### config.mk
export PLATFORM = sky130hd
export DESIGN_NAME = approx_dot_accum
export DESIGN_NICKNAME = d
export VERILOG_FILES = /design/src/rtl/approx_dot_accum.sv
export SDC_FILE = /design/constraint.sdc
export NUM_CORES = 1
export LEC_CHECK = 0
export ABC_AREA = 0
export BUFFER_PORTS_ARGS = -buffer_cell sky130_fd_sc_hd__buf_2
export CAP_MARGIN = 20
export CORE_MARGIN = 3
export CORE_UTILIZATION = 23
export DETAILED_ROUTE_END_ITERATION = 10
export GPL_TIMING_DRIVEN = 0
export PLACE_DENSITY = 0.46
export SYNTH_ARGS = -nofsm -noshare
export SYNTH_HDL_FRONTEND = slang
export SYNTH_SLANG_ARGS = --single-unit
### constraint.sdc
create_clock -name clk -period 2.75 [get_ports clk]
set_input_delay 0.4125 -clock clk [delete_from_list [all_inputs] [get_ports clk]]
set_output_delay 0.4125 -clock clk [all_outputs]
set_load 0.1 [all_outputs]
### src/rtl/approx_dot_accum.sv
// Streaming accumulator for approximate multiplier products: adds a bias-compensation constant
// per beat, sums frames of up to LEN beats and presents each frame sum over a valid/ready port.
module approx_dot_accum #(
    parameter int unsigned PW   = 16,
    parameter int unsigned LEN  = 8,
    parameter int unsigned CW   = $clog2(LEN + 1),
    parameter int unsigned AW   = 19,
    parameter int unsigned COMP = 1
) (
    input  logic          clk,
    input  logic          rst_n,
    input  logic          in_valid_i,
    output logic          in_ready_o,
    input  logic [PW-1:0] in_prod_i,
    input  logic          in_last_i,
    output logic          out_valid_o,
    input  logic          out_ready_i,
    output logic [AW-1:0] out_sum_o,
    output logic [CW-1:0] out_count_o
);

    // z is the product of two PW/2-bit operands, so it never exceeds (2^(PW/2)-1)^2.
    localparam longint unsigned MaxOp   = (64'd1 << (PW / 2)) - 64'd1;
    localparam longint unsigned MaxProd = MaxOp * MaxOp;
    localparam longint unsigned MaxSum  = 64'(LEN) * (MaxProd + 64'(COMP));
    localparam longint unsigned Limit   = 64'd1 << AW;

    if (LEN < 2 || MaxSum >= Limit) begin : g_param_check
        $fatal(1, "approx_dot_accum: LEN/AW/COMP combination can overflow the accumulator");
    end

    logic [AW-1:0] acc_q, acc_d;
    logic [AW-1:0] sum_q, sum_d;
    logic [CW-1:0] cnt_q, cnt_d;
    logic [CW-1:0] count_q, count_d;
    logic          valid_q, valid_d;
    logic [AW-1:0] beat_sum;
    logic          accept;
    logic          final_beat;

    assign in_ready_o  = !valid_q || out_ready_i;
    assign accept      = in_valid_i && in_ready_o;
    assign final_beat  = accept && (in_last_i || (cnt_q == CW'(LEN - 1)));
    assign beat_sum    = acc_q + AW'(in_prod_i) + AW'(COMP);

    assign out_valid_o = valid_q;
    assign out_sum_o   = sum_q;
    assign out_count_o = count_q;

    always_comb begin
        acc_d   = acc_q;
        cnt_d   = cnt_q;
        sum_d   = sum_q;
        count_d = count_q;
        valid_d = valid_q;
        if (valid_q && out_ready_i) begin
            valid_d = 1'b0;
        end
        // A new result loading in the same cycle overrides the handshake clear.
        if (final_beat) begin
            sum_d   = beat_sum;
            count_d = cnt_q + CW'(1);
            valid_d = 1'b1;
            acc_d   = '0;
            cnt_d   = '0;
        end else if (accept) begin
            acc_d = beat_sum;
            cnt_d = cnt_q + CW'(1);
        end
    end

    always_ff @(posedge clk or negedge rst_n) begin
        if (!rst_n) begin
            acc_q   <= '0;
            cnt_q   <= '0;
            sum_q   <= '0;
            count_q <= '0;
            valid_q <= 1'b0;
        end else begin
            acc_q   <= acc_d;
            cnt_q   <= cnt_d;
            sum_q   <= sum_d;
            count_q <= count_d;
            valid_q <= valid_d;
        end
    end

endmodule

* After elaboration in Yosys (flattened, before gate mapping)
Cells that the tools add are included.
Operators by class: shift-type cells 0, div/mod/pow operators 0, multipliers 0, mux-type cells 6, equality and inequality tests 1, $lt $le $gt $ge 0, reductions and logical operators 8, $add $sub $neg 3, bitwise operators 0
Operator list (number):
- 2-to-1 mux 19 bit | 2
- adder 19 x 1 -> 19 bit, second input constant | 1
- adder 19 x 16 -> 19 bit | 1
- 2-to-1 mux 4 bit | 2
- adder 4 x 1 -> 4 bit, second input constant | 1
- equality test 4 x 3 -> 1 bit, second input constant | 1
- nonzero test 2 bit | 2
- logical AND 1 bit | 3
- logical OR 1 bit | 2
- 2-to-1 mux 1 bit | 2
- zero test 1 bit | 1
Word-level totals: RAM bits 0, word-level logic and storage cells 23, bits in registers 47, bits in latches 0, ROM bits 0, input port bits 21, memories 0

* Depth between registers and ports, before layout
Gate-level depths: netlist (run 1).
depth in word-level cells 5, depth in mapped cells 9

* Least setup slack after synthesis (run 1)
Ideal clock, no wire load.
path type register -> register, start point reg valid_q, in the netlist out_valid_o, end point reg count_q[0], in the netlist out_count_o[0], slack -221 ps, setup time 83 ps, cell stages (with the launch flop) 8, arrival time 2889 ps, clock period less this slack 2971 ps, cell sequence dfrtp_1 nand2b_1 and2_1 clkbuf_1 nand2_1 clkbuf_1 nand2_1 o21ai_0
On the way: cells in the longest elaborated chain, start to end 4
RTL lines:
- start, declared | RTL line 36 | logic valid_q, valid_d;
- start signal, assigned | RTL line 84 | valid_q <= valid_d;
- zero test 1 bit | RTL line 41 | assign in_ready_o = !valid_q || out_ready_i;
- logical OR 1 bit | RTL line 41
- net in_ready_o | RTL line 13 | output logic in_ready_o,
- logical AND 1 bit | RTL line 42 | assign accept = in_valid_i && in_ready_o;
- logical AND 1 bit | RTL line 43 | assign final_beat = accept && (in_last_i || (cnt_q == CW'(LEN - 1)));
- end signal, assigned | RTL line 83 | count_q <= count_d;
- end, declared | RTL line 35 | logic [CW-1:0] count_q, count_d;
The timed path passes the listed nets, and every way through them passes these cells. A chain may end at the register's enable or synchronous reset.

* Final worst setup path (run 1)
start point reg acc_q[0], end point reg sum_q[14], in the netlist out_sum_o[14]
On the way: cells in the longest elaborated chain, start to end 2
RTL lines:
- start, declared | RTL line 32 | logic [AW-1:0] acc_q, acc_d;
- start signal, assigned | RTL line 74 | acc_q <= '0;
- start signal, assigned | RTL line 80 | acc_q <= acc_d;
- adder 19 x 16 -> 19 bit | RTL line 44 | assign beat_sum = acc_q + AW'(in_prod_i) + AW'(COMP);
- adder 19 x 1 -> 19 bit | RTL line 44
- end signal, assigned | RTL line 82 | sum_q <= sum_d;
- end, declared | RTL line 33 | logic [AW-1:0] sum_q, sum_d;
No other way between the ends.

==> results of run 1 <==
kinds of logic (layout without fill, tap and decap cells):
logic type      after synthesis  count (layout)  synth area share
flops                        47              47             0.443
xor+xnor                     17              17            0.0560
simple gates                 89              89             0.149
buf+inv                      22              76            0.0339
mux                           3               3            0.0127
fa+ha+maj                    18              18            0.0876
compound gates               95              95             0.218
routing by layer:
| metal | global-route usage | part of all wire | vias up |
|---|---|---|---|
| li1 | - | - | 1142 |
| met1 | 0.159 | 0.47 | 1095 |
| met2 | 0.190 | 0.48 | 43 |
| met3 | 0.0271 | 0.044 | 2 |
| met4 | 0.0168 | 0.0024 | 0 |
| met5 | 0 | 0 | - |
power groups by stage:
stage / Clock (µW) / Sequential (µW) / Combinational (µW)
global route: 706 / 1140 / 2630
floorplan: 0 / 2090 / 978
detailed placement: 0 / 1120 / 2410
finish: 655 / 1100 / 2400
CTS: 672 / 1100 / 2420
global placement: 0 / 1110 / 2400
area by class of cell:
cell class | count | area (µm²)
repair buffers | 46 | 245
clock inverters | 1 | 7.51
clock buffers | 7 | 153
multi-input cells | 222 | 1390
flip-flops and latches | 47 | 1180
well taps | 140 | 175
fillers | 1195 | 7840
inverters | 9 | 33.8
plain buffers | 13 | 56.3
metrics by stage:
| step | cells | area, µm² | worst slack [ps] | utilization |
|---|---|---|---|---|
| finish | 485 | 3240 | 302 | 0.293 |
| global route | 485 | 3240 | 103 | 0.293 |
| CTS | 485 | 3240 | 291 | 0.293 |
| detailed placement | 477 | 3080 | 126 | 0.278 |
| global placement | 476 | 3060 | 131 | 0.276 |
| floorplan | 291 | 2660 | 127 | - |
state kept, by name (all words and copies together), names as in the netlist:
signal / count
cnt_q: 4
out_valid_o: 1
acc_q: 19
out_sum_o: 19
out_count_o: 4
layout by cell type, fill, tap and decap left out, types with 4 or more instances in the layout:
cell	instances
sky130_fd_sc_hd__a21oi_1	21
sky130_fd_sc_hd__nand4_1	5
sky130_fd_sc_hd__or3_1	7
sky130_fd_sc_hd__clkbuf_16	5
sky130_fd_sc_hd__nor2_1	11
sky130_fd_sc_hd__o21ai_0	44
sky130_fd_sc_hd__xor2_1	11
sky130_fd_sc_hd__buf_2	48
sky130_fd_sc_hd__ha_1	17
sky130_fd_sc_hd__xnor2_1	6
sky130_fd_sc_hd__clkbuf_1	9
sky130_fd_sc_hd__o31ai_1	4
sky130_fd_sc_hd__inv_1	9
sky130_fd_sc_hd__dfrtp_1	47
sky130_fd_sc_hd__nand2_1	54
worst paths after layout:
path	depth (start not counted)	end	slack [ps]	start
hold / removal	1	out_sum_o[7]	10	rst_n
setup reg to reg	9	out_sum_o[14]	300	acc_q[0]
setup / recovery	9	out_sum_o[14]	300	acc_q[0]
max in group asynchronous	2	cnt_q[1]	2240	rst_n
hold reg to reg	2	out_sum_o[5]	470	out_sum_o[5]
min in group clk	3	out_valid_o	410	out_ready_i
cells in the mapped netlist (all sizes together), types with 2 or more instances:
library cell | count | area share
nand2 | 54 | 0.076
dfrtp | 47 | 0.44
o21ai | 45 | 0.085
a21oi | 21 | 0.040
ha | 17 | 0.080
nor2 | 11 | 0.016
xor2 | 11 | 0.036
clkbuf | 9 | 0.013
inv | 9 | 0.013
or3 | 7 | 0.016
xnor2 | 6 | 0.020
nand4 | 5 | 0.012
buf | 4 | 0.0085
nand2b | 4 | 0.0094
o31ai | 4 | 0.011
a21o | 3 | 0.0085
a31oi | 3 | 0.0071
mux2 | 3 | 0.013
nand3 | 3 | 0.0056
o211ai | 3 | 0.0085
o21a | 3 | 0.0085
a22o | 2 | 0.0066
nor2b | 2 | 0.0075
o31a | 2 | 0.0099
==> impl_summary.txt, run 1 <==
----------------------------------------------------
[Logic synthesis]
  Flip-flop and latch count after synthesis ... 47
  EDFF count, synth ... 0
  Leading register cell type out of synthesis ... sky130_fd_sc_hd__dfrtp_1
  Ys async rst share ... 1.00
  Part of the Yosys area used for sequential elements ... 0.443
  Synthesized Nets ... 330
  Cell count after synthesis ... roughly 290
  Mean area per synthesized cell ... 9.13 µm²
  Synthesized area ... 2660 µm²
  Warnings from Yosys ... 0
  Synth cell types ... 41

[Cells and area]
  Share of post-route cells with drive strength above 1 ... 0.191
  Number of antenna repair diodes ... 0
  Area Overhead vs Synth ... 21.9%
  Total number of nets in the final design ... 383

[Floorplan]
  Vertical die dimension ... 113 µm
  Die area ... about 13000 µm²
  Initial standard-cell utilization of the core ... 0.240
  Area inside the core boundary ... roughly 11000 µm²
  Top-level I/O count ... between 40 and 50
  Core Rows ... 38
  Chip Width ... about 110 µm

[Worst setup path]
  Startpoint class of the critical path ... flip-flop
  Max incr delay on CP ... roughly 440 ps
  CP bufs+invs ... 1
  Critical path start-end classification ... reg -> reg
  Largest fanout on the critical path ... 6
  Slowest cell on crit path ... sky130_fd_sc_hd__fa_1
  Critical-path cell list ... inv_1 -> ha_1 -> fa_1 -> nor2b_4 -> o31a_4 -> a41oi_2 -> o31ai_1 -> xor2_1 -> mux2_2
  Type of destination of the critical path ... flip-flop
  Endpoint arrival time on the critical path ... around 2600 ps
  Cell family contributing the most delay on the critical path ... compound AO/OA/AOI/OAI gates
  Data required time of the worst path ... between 2000 and 3000 ps

[Power]
  Fraction of power consumed by the clock network ... 0.158
  Switch share ... 0.537
  Power density over cell area ... approximately 1300 nW/µm²
  Leak pwr ... 0.00149 µW
  Switching power of the nets ... roughly 2200 µW
  Combinational Power Share ... 0.578
  Share of power burned in registers ... 0.264
  Final total power ... between 4000 and 5000 µW
  Internal Power ... around 1900 µW
  Peak VDD IR ... approximately 420 µV

[Routing]
  Starting DRC count in detailed routing ... between 100 and 150
  Number of iterations in the first detailed-routing pass ... 4
  Routed wire length per instance ... around 15 µm
  Detailed-route via count ... approximately 2300
  Antenna viol nets, final ... 0
  Vias per Instance ... 4.71
  Total length of routed wires ... roughly 7100 µm
  Detailed-route DRC error count ... 0

[Worst hold path]
  Hold Path Class ... in -> async

[Global routing]
  Aggregate global routing overflow ... 0
  Largest net degree at the start of global routing ... 37
  First-pass GRT wire length ... between 10000 and 15000 µm
  Vias in the first global route ... around 2300
  Initial antenna violation count ... 0
  All-layer global routing usage ... 0.115

[STA]
  Unrepaired setup endpoints after global routing ... no
  Max-slew headroom at the worst pin ... 0.587
  Final number of max-transition violations ... 0
  # setup viols final ... 0
  Largest clock skew in the final design ... 5.46 ps
  Actual transition at the worst max-transition pin ... around 620 ps
  Total count of hold-check failures in the final report ... 0
  Final Cycle Share ... 0.890
  Post-Route Hold Slack ... 11.4 ps
  Setup Total Neg Slack ... 0 ps
  Max Freq ... ~410 MHz
  Clock period minus final worst setup slack ... 2450 ps

[Clock tree]
  H-tree levels ... 2
  TritonCTS clock tree ... built
  Root buffer selected by CTS ... sky130_fd_sc_hd__clkbuf_16
  Clock input transition at the sequential cells of the worst setup and hold paths ... around 70 ps
  Quantity of gates resized following cts ... 0
  Total clock sinks ... 47
  Insertion delay to the later sink of the worst-skew pair ... about 290 ps
  Number of hold buffers added after CTS ... 0
  Post-CTS Setup Inserts ... 0
  Number of buffers inserted during clock tree synthesis ... 5
  Number of buffers between clock root and the deepest sink ... 2

[Placement]
  HPWL after detailed placement ... 5310 µm
  Final weighted congestion of routability-driven global placement ... roughly 0.80
  Port bufs ... 45

[Flow run]
  Max-cap violations ... 0

[Status]
  Run status ... completed

----------------------------------------------------
No activity file was read; power rests on OpenSTA's default activity.
==> inputs of run 2 (changes only) <==
CAP_MARGIN = unset   (was 20)
GPL_TIMING_DRIVEN = unset   (was 0)
SLEW_MARGIN = 10   (was unset)
==> run 2 against run 1 <==
  * Wire length shrank 5.5%
  * Critical endpoint unchanged
  * Clock skew grew 0.95 ps
  * Non-clock buffer count shrank 9
  * Power shrank 0.17%
  * Critical path type unchanged
  * Cell count shrank 1.9%
  * Via count shrank 1.0%
  * Clock power is essentially flat
  * Worst setup slack gained 26 ps
  * Largest power group unchanged
  * Design area shrank 0.81%
  * Global-route usage shrank 0.54 points
  * Hold slack gained 81 ps
  * Critical path depth is the same
==> impl_summary.txt, run 2 (same netlist as run 1, synthesis figures left out) <==
----------------------------------------------------
[Global routing]
  First-pass GRT wire length ... 11400 µm (-4.2%)
  Aggregate global routing overflow ... 0 (unchanged)
  Vias in the first global route ... 2270 (-1.8%)
  Initial antenna violation count ... 0 (unchanged)
  All-layer global routing usage ... 0.110 (-0.00538)
  Largest net degree at the start of global routing ... 36 (-2.7%)

[Worst setup path]
  Data required time of the worst path ... 2920 ps (about the same)
  Number of cell instances on the worst register-to-register path ... 9 (unchanged)
  Max incr delay on CP ... 440 ps (about the same)
  Startpoint class of the critical path ... flip-flop
  R2R setup slack ... 330 ps (+30 ps)
  Largest fanout on the critical path ... 6 (unchanged)
  Type of destination of the critical path ... flip-flop
  Endpoint arrival time on the critical path ... 2590 ps (-30 ps)
  Critical-path cell list ... inv_1 -> ha_1 -> fa_1 -> nor2b_4 -> o31a_4 -> a41oi_2 -> o31ai_1 -> xor2_1 -> mux2_2
  Slowest cell on crit path ... sky130_fd_sc_hd__fa_1
  Critical path start-end classification ... reg -> reg
  Reg-to-reg startpoint ... acc_q[0]
  Reg-to-Reg End ... out_sum_o[14]

[Placement]
  Port bufs ... 45 (unchanged)
  Final weighted congestion of routability-driven global placement ... 0.811 (+1.2%)
  Cells after DPL ... 468 (-1.9%)
  Worst-case setup slack after placement ... 141 ps (+14.3 ps)
  HPWL after detailed placement ... 5110 µm (-3.9%)

[Cells and area]
  Number of antenna repair diodes ... 0 (unchanged)
  Count of filler cells inserted in the layout ... 1198 (+0.25%)
  Post-route non-filler standard cell count ... 476 (-1.9%)
  Total number of nets in the final design ... 374 (-2.3%)
  Area Overhead vs Synth ... 21.0%
  Most used cells in the layout excluding fill and tap cells ... sky130_fd_sc_hd__nand2_1 (54), sky130_fd_sc_hd__dfrtp_1 (47), sky130_fd_sc_hd__buf_2 (45)
  Most frequent standard cell in the layout excluding fill and tap cells ... sky130_fd_sc_hd__nand2_1
  Share of post-route cells with drive strength above 1 ... 0.196 (+0.00512)

[STA]
  Largest clock skew in the final design ... 6.41 ps (+0.951 ps)
  Final number of max-transition violations ... 0 (unchanged)
  Unrepaired setup endpoints after global routing ... no
  # setup viols final ... 0 (unchanged)
  Max Freq ... 413 MHz (+1.1%)
  Max-slew headroom at the worst pin ... 0.652 (+0.0640)
  Post-layout worst setup margin ... 328 ps (+25.9 ps)
  Setup Total Neg Slack ... 0 ps (unchanged)
  Clock period minus final worst setup slack ... 2420 ps (-25.9 ps)
  Actual transition at the worst max-transition pin ... 521 ps (-97.3 ps)
  Total count of hold-check failures in the final report ... 0 (unchanged)
  Final Cycle Share ... 0.881 (-0.00943)

[Routing]
  Vias per Instance ... 4.75 (+0.86%)
  Detailed-route DRC error count ... 0 (unchanged)
  Detailed-route via count ... 2259 (-1.0%)
  Number of iterations in the first detailed-routing pass ... 4 (unchanged)
  Starting DRC count in detailed routing ... 124 (+8.8%)
  Total length of routed wires ... 6700 µm (-5.5%)
  Routed wire length per instance ... 14.1 µm (-3.8%)
  Antenna viol nets, final ... 0 (unchanged)

[Worst hold path]
  Hold Path Class ... in -> async

[Status]
  Run status ... completed

[Clock tree]
  Clock input transition at the sequential cells of the worst setup and hold paths ... 70 ps (about the same)
  Post-CTS Setup Inserts ... 0 (unchanged)
  Number of buffers inserted during clock tree synthesis ... 5 (unchanged)
  Quantity of gates resized following cts ... 0 (unchanged)
  Insertion delay to the later sink of the worst-skew pair ... 290 ps (about the same)
  Number of hold buffers added after CTS ... 0 (unchanged)
  Number of buffers between clock root and the deepest sink ... 2 (unchanged)
  Total clock sinks ... 47 (unchanged)
  TritonCTS clock tree ... built
  Root buffer selected by CTS ... sky130_fd_sc_hd__clkbuf_16
  H-tree levels ... 2 (unchanged)

[Floorplan]
  Core Rows ... 38 (unchanged)
  Initial standard-cell utilization of the core ... 0.240 (unchanged)
  Die area ... 12900 µm² (unchanged)
  Chip Width ... 113 µm (unchanged)
  Area inside the core boundary ... 11100 µm² (unchanged)
  Top-level I/O count ... 46 (unchanged)
  Vertical die dimension ... 113 µm (unchanged)

[Power]
  Leak pwr ... 0.00148 µW (-0.50%)
  Peak VDD IR ... 433 µV (+3.2%)
  Power density over cell area ... 1290 nW/µm² (+0.65%)

[Flow run]
  Max-cap violations ... 0 (unchanged)

----------------------------------------------------
run 2: cell count changes in the layout (fill, tap and decap cells not counted), sizes merged:
cell / before / now
clkbuf: 16 / 7
run 2: through the flow:
stage                     power [µW]  hold slack (ps)  area (µm²)  utilization
after detailed placement        3530              415        3050        0.276
after global routing            4440              109        3210        0.290
after global placement          3500              411        3050        0.276
after floorplan                 3060              117        2660            -
after CTS                       4200              101        3210        0.290
final                           4150             92.4        3210        0.290
run 2: worst max-delay path: cells and delay by family, from the launching register on:
| family | cells | cell delay, ps |
|---|---|---|
| AND/OR/NAND/NOR | 1 | 140 |
| XOR/XNOR | 1 | 130 |
| buffers and inverters | 1 | 50 |
| multiplexers | 1 | 270 |
| adder cells (fa/ha/maj) | 2 | 630 |
| flip-flops | 1 | 320 |
| AO/OA/AOI/OAI | 3 | 760 |
run 2: layout make-up:
cell class / instances / area, µm² / area share
Clock buffer: 7 / 153 / 0.0475
Clock inverter: 1 / 7.51 / 0.00234
Inverter: 9 / 33.8 / 0.0105
Multi-Input combinational cell: 222 / 1390 / 0.434
Sequential cell: 47 / 1180 / 0.366
Tap cell: 140 / 175 / 0.0545
Timing Repair Buffer: 50 / 275 / 0.0856
run 2: worst max-delay path by stage:
stage / depth (start not counted) / startpoint / slack, ps / end
after floorplan: 7 / out_valid_o / 130 / out_count_o[0]
after global placement: 10 / in_prod_i[0] / 170 / out_sum_o[14]
after detailed placement: 10 / in_prod_i[0] / 140 / acc_q[16]
after CTS: 9 / acc_q[0] / 320 / out_sum_o[14]
after global routing: 9 / acc_q[0] / 210 / acc_q[16]
final: 9 / acc_q[0] / 330 / out_sum_o[14]
run 2: per-layer routing:
metal / vias up / wire length, µm / track usage
met5: - / 0 / 0
met4: 0 / 70 / 0.0264
met3: 7 / 305 / 0.0244
met2: 49 / 3200 / 0.189
met1: 1090 / 3130 / 0.141
li1: 1113 / - / -
run 2: report_power, final:
group / switching, µW / internal (µW)
logic: 1810 / 588
clock network: 267 / 387
registers: 152 / 944
==> inputs of run 3 (changes only) <==
ABC_AREA = 1   (was 0)
CORE_MARGIN = 1   (was 3)
CTS_CLUSTER_DIAMETER = 120   (was unset)
PLACE_DENSITY = 0.45   (was 0.46)
==> run 3 against run 2 <==
  * Clock power up 7.8%
  * Cell count up 26%
  * Non-clock buffer count down 1
  * Wire length up 14%
  * Hold slack worse by 92 ps
  * Global-route usage up 1.8 points
  * Flip-flop and latch count unchanged
  * Critical path type unchanged
  * Critical endpoint is now out_sum_o[16]
  * Largest cell class unchanged
  * Largest power group unchanged
==> impl_summary.txt, run 3 <==
----------------------------------------------------
[Flow run]
  Max-cap violations ... 0 (unchanged)

[Global routing]
  Aggregate global routing overflow ... 0 (unchanged)
  All-layer global routing usage ... 0.128 (+0.0182)
  First-pass GRT wire length ... 13100 µm (+15%)
  Initial antenna violation count ... 0 (unchanged)
  Largest net degree at the start of global routing ... 36 (unchanged)
  Vias in the first global route ... 2586 (+14%)

[Worst setup path]
  Critical path start-end classification ... reg -> reg
  Data required time of the worst path ... 2930 ps (about the same)
  Endpoint arrival time on the critical path ... 2050 ps (-540 ps)
  Number of cell instances on the worst register-to-register path ... 13 (+4)
  Startpoint class of the critical path ... flip-flop
  Type of destination of the critical path ... flip-flop
  R2R setup slack ... 870 ps (+540 ps)
  Largest fanout on the critical path ... 4 (-2)
  Reg-to-reg startpoint ... acc_q[0]
  Reg-to-Reg End ... out_sum_o[16]

[Logic synthesis]
  Part of the Yosys area used for sequential elements ... 0.409 (-0.0337)
  Synthesized area ... 2880 µm² (+8.2%)
  Flip-flop and latch count after synthesis ... 47 (unchanged)
  Leading register cell type out of synthesis ... sky130_fd_sc_hd__dfrtp_1
  Synth cell types ... 30 (-27%)
  EDFF count, synth ... 0 (unchanged)
  Cell taking the most area after synthesis ... sky130_fd_sc_hd__dfrtp_1
  Cell count after synthesis ... 383 (+32%)
  Most used standard cell by instance count after synthesis ... sky130_fd_sc_hd__nand2_1
  Warnings from Yosys ... 0 (unchanged)
  Top cell types by occurrence after synthesis ... sky130_fd_sc_hd__nand2_1 (143), sky130_fd_sc_hd__dfrtp_1 (47), sky130_fd_sc_hd__inv_1 (38)
  Ys async rst share ... 1.00 (unchanged)
  Synth area leaders ... sky130_fd_sc_hd__dfrtp_1 (41%), sky130_fd_sc_hd__nand2_1 (19%), sky130_fd_sc_hd__ha_1 (7.4%)
  Proportion of netlist area held by the largest area contributor ... 0.409 (-0.0337)
  Mean area per synthesized cell ... 7.51 µm² (-18%)
  Synthesized Nets ... 422 (+28%)

[Clock tree]
  Number of buffers between clock root and the deepest sink ... 2 (unchanged)
  Total clock sinks ... 47 (unchanged)
  Post-CTS Setup Inserts ... 0 (unchanged)
  Number of hold buffers added after CTS ... 0 (unchanged)
  H-tree levels ... 2 (unchanged)
  TritonCTS clock tree ... built
  Number of buffers inserted during clock tree synthesis ... 5 (unchanged)
  Quantity of gates resized following cts ... 0 (unchanged)
  Clock input transition at the sequential cells of the worst setup and hold paths ... 70 ps (about the same)
  Root buffer selected by CTS ... sky130_fd_sc_hd__clkbuf_16
  Insertion delay to the later sink of the worst-skew pair ... 290 ps (about the same)

[Floorplan]
  Core Rows ... 40 (+5.3%)
  Die area ... 13000 µm² (+0.60%)
  Initial standard-cell utilization of the core ... 0.238 (-0.00239)
  Vertical die dimension ... 114 µm (+0.30%)
  Chip Width ... 114 µm (+0.30%)
  Area inside the core boundary ... 12100 µm² (+9.3%)
  Top-level I/O count ... 46 (unchanged)

[Cells and area]
  Share of post-route cells with drive strength above 1 ... 0.199 (+0.00265)
  Area of the multi-input gates ... 1490 µm² (+6.7%)
  Total number of nets in the final design ... 470 (+26%)
  Most frequent standard cell in the layout excluding fill and tap cells ... sky130_fd_sc_hd__nand2_1
  FF+latch area ... 1180 µm² (unchanged)
  Area Overhead vs Synth ... 20.7%
  Count of filler cells inserted in the layout ... 1362 (+14%)
  Most used cells in the layout excluding fill and tap cells ... sky130_fd_sc_hd__nand2_1 (143), sky130_fd_sc_hd__dfrtp_1 (47), sky130_fd_sc_hd__buf_2 (45)
  Number of antenna repair diodes ... 0 (unchanged)
  Post-route non-filler standard cell count ... 600 (+26%)

[Power]
  Leak pwr ... 0.00190 µW (+28%)
  Power density over cell area ... 1170 nW/µm² (-9.6%)
  Peak VDD IR ... 313 µV (-28%)

[Routing]
  Vias per Instance ... 4.25 (-10%)
  Total length of routed wires ... 7660 µm (+14%)
  Number of iterations in the first detailed-routing pass ... 4 (unchanged)
  Detailed-route via count ... 2552 (+13%)
  Starting DRC count in detailed routing ... 127 (+2.4%)
  Detailed-route DRC error count ... 0 (unchanged)
  Antenna viol nets, final ... 0 (unchanged)
  Routed wire length per instance ... 12.8 µm (-9.4%)

[STA]
  # setup viols final ... 0 (unchanged)
  Unrepaired setup endpoints after global routing ... no
  Total count of hold-check failures in the final report ... 0 (unchanged)
  Max Freq ... 532 MHz (+29%)
  Final number of max-transition violations ... 0 (unchanged)
  Max-slew headroom at the worst pin ... 0.582 (-0.0697)
  Largest clock skew in the final design ... 6.71 ps (+0.303 ps)
  Clock period minus final worst setup slack ... 1880 ps (-543 ps)
  Final Cycle Share ... 0.683 (-0.198)
  Actual transition at the worst max-transition pin ... 626 ps (+105 ps)
  Setup Total Neg Slack ... 0 ps (unchanged)

[Worst hold path]
  Hold Path Class ... in -> async

[Placement]
  HPWL after detailed placement ... 5800 µm (+14%)
  Cells after DPL ... 592 (+26%)
  Final weighted congestion of routability-driven global placement ... 0.817 (+0.73%)
  Port bufs ... 45 (unchanged)

[Status]
  Run status ... completed

----------------------------------------------------
run 3: through the flow:
step	setup slack, ps	total power (µW)	utilization	hold WS (ps)	area, µm²
global route	703	4350	0.287	23.3	3470
global placement	754	3360	0.273	328	3300
finish	872	4050	0.287	0.611	3470
CTS	855	4100	0.287	15.2	3470
floorplan	391	2920	-	117	2880
detailed placement	709	3370	0.273	326	3300
run 3: power by group:
part	internal [µW]	switching [µW]
registers	914	137
logic	523	1770
clock network	429	277
run 3: layer usage:
layer  global-route usage  share of wire  vias to the layer above
li1                     -              -                     1312
met1                0.172           0.50                     1190
met2                0.216           0.46                       44
met3               0.0191          0.034                        6
met4               0.0312         0.0091                        0
met5                    0              0                        -
run 3: worst max-delay path by stage:
stage	start	to	slack (ps)	depth (start not counted)
after detailed placement	in_prod_i[0]	acc_q[12]	710	14
after floorplan	out_valid_o	acc_q[15]	390	8
after global placement	in_prod_i[0]	out_sum_o[12]	750	14
after global routing	acc_q[0]	acc_q[12]	700	13
after CTS	acc_q[0]	out_sum_o[16]	850	13
final	acc_q[0]	out_sum_o[16]	870	13
run 3: cell type report:
type | instances | area share
clock inverters | 3 | 0.0126
repair buffers | 49 | 0.0735
multi-input cells | 282 | 0.429
well taps | 168 | 0.0606
clock buffers | 5 | 0.0360
inverters | 46 | 0.0497
flip-flops and latches | 47 | 0.339
run 3: critical path, stage by stage, from the launching register on:
cell,delay [ps]
sky130_fd_sc_hd__dfrtp_1,330
sky130_fd_sc_hd__inv_1,50
sky130_fd_sc_hd__ha_1,210
sky130_fd_sc_hd__fa_1,410
sky130_fd_sc_hd__inv_1,90
sky130_fd_sc_hd__nand3_1,80
sky130_fd_sc_hd__nand2_2,120
sky130_fd_sc_hd__nand3_2,70
sky130_fd_sc_hd__nand2_2,80
sky130_fd_sc_hd__nand2_1,70
sky130_fd_sc_hd__nand2_1,60
sky130_fd_sc_hd__nand2_1,60
sky130_fd_sc_hd__nand3_1,80
sky130_fd_sc_hd__nand2_1,50
run 3: logic make-up (layout without fill, tap and decap cells):
group | after synthesis | count (layout) | synth area share
AO/OA/AOI/OAI | 39 | 39 | 0.0770
XOR/XNOR | 7 | 7 | 0.0213
adder cells (fa/ha/maj) | 18 | 18 | 0.0809
buffers and inverters | 54 | 103 | 0.0739
flip-flops | 47 | 47 | 0.409
AND/OR/NAND/NOR | 218 | 218 | 0.338
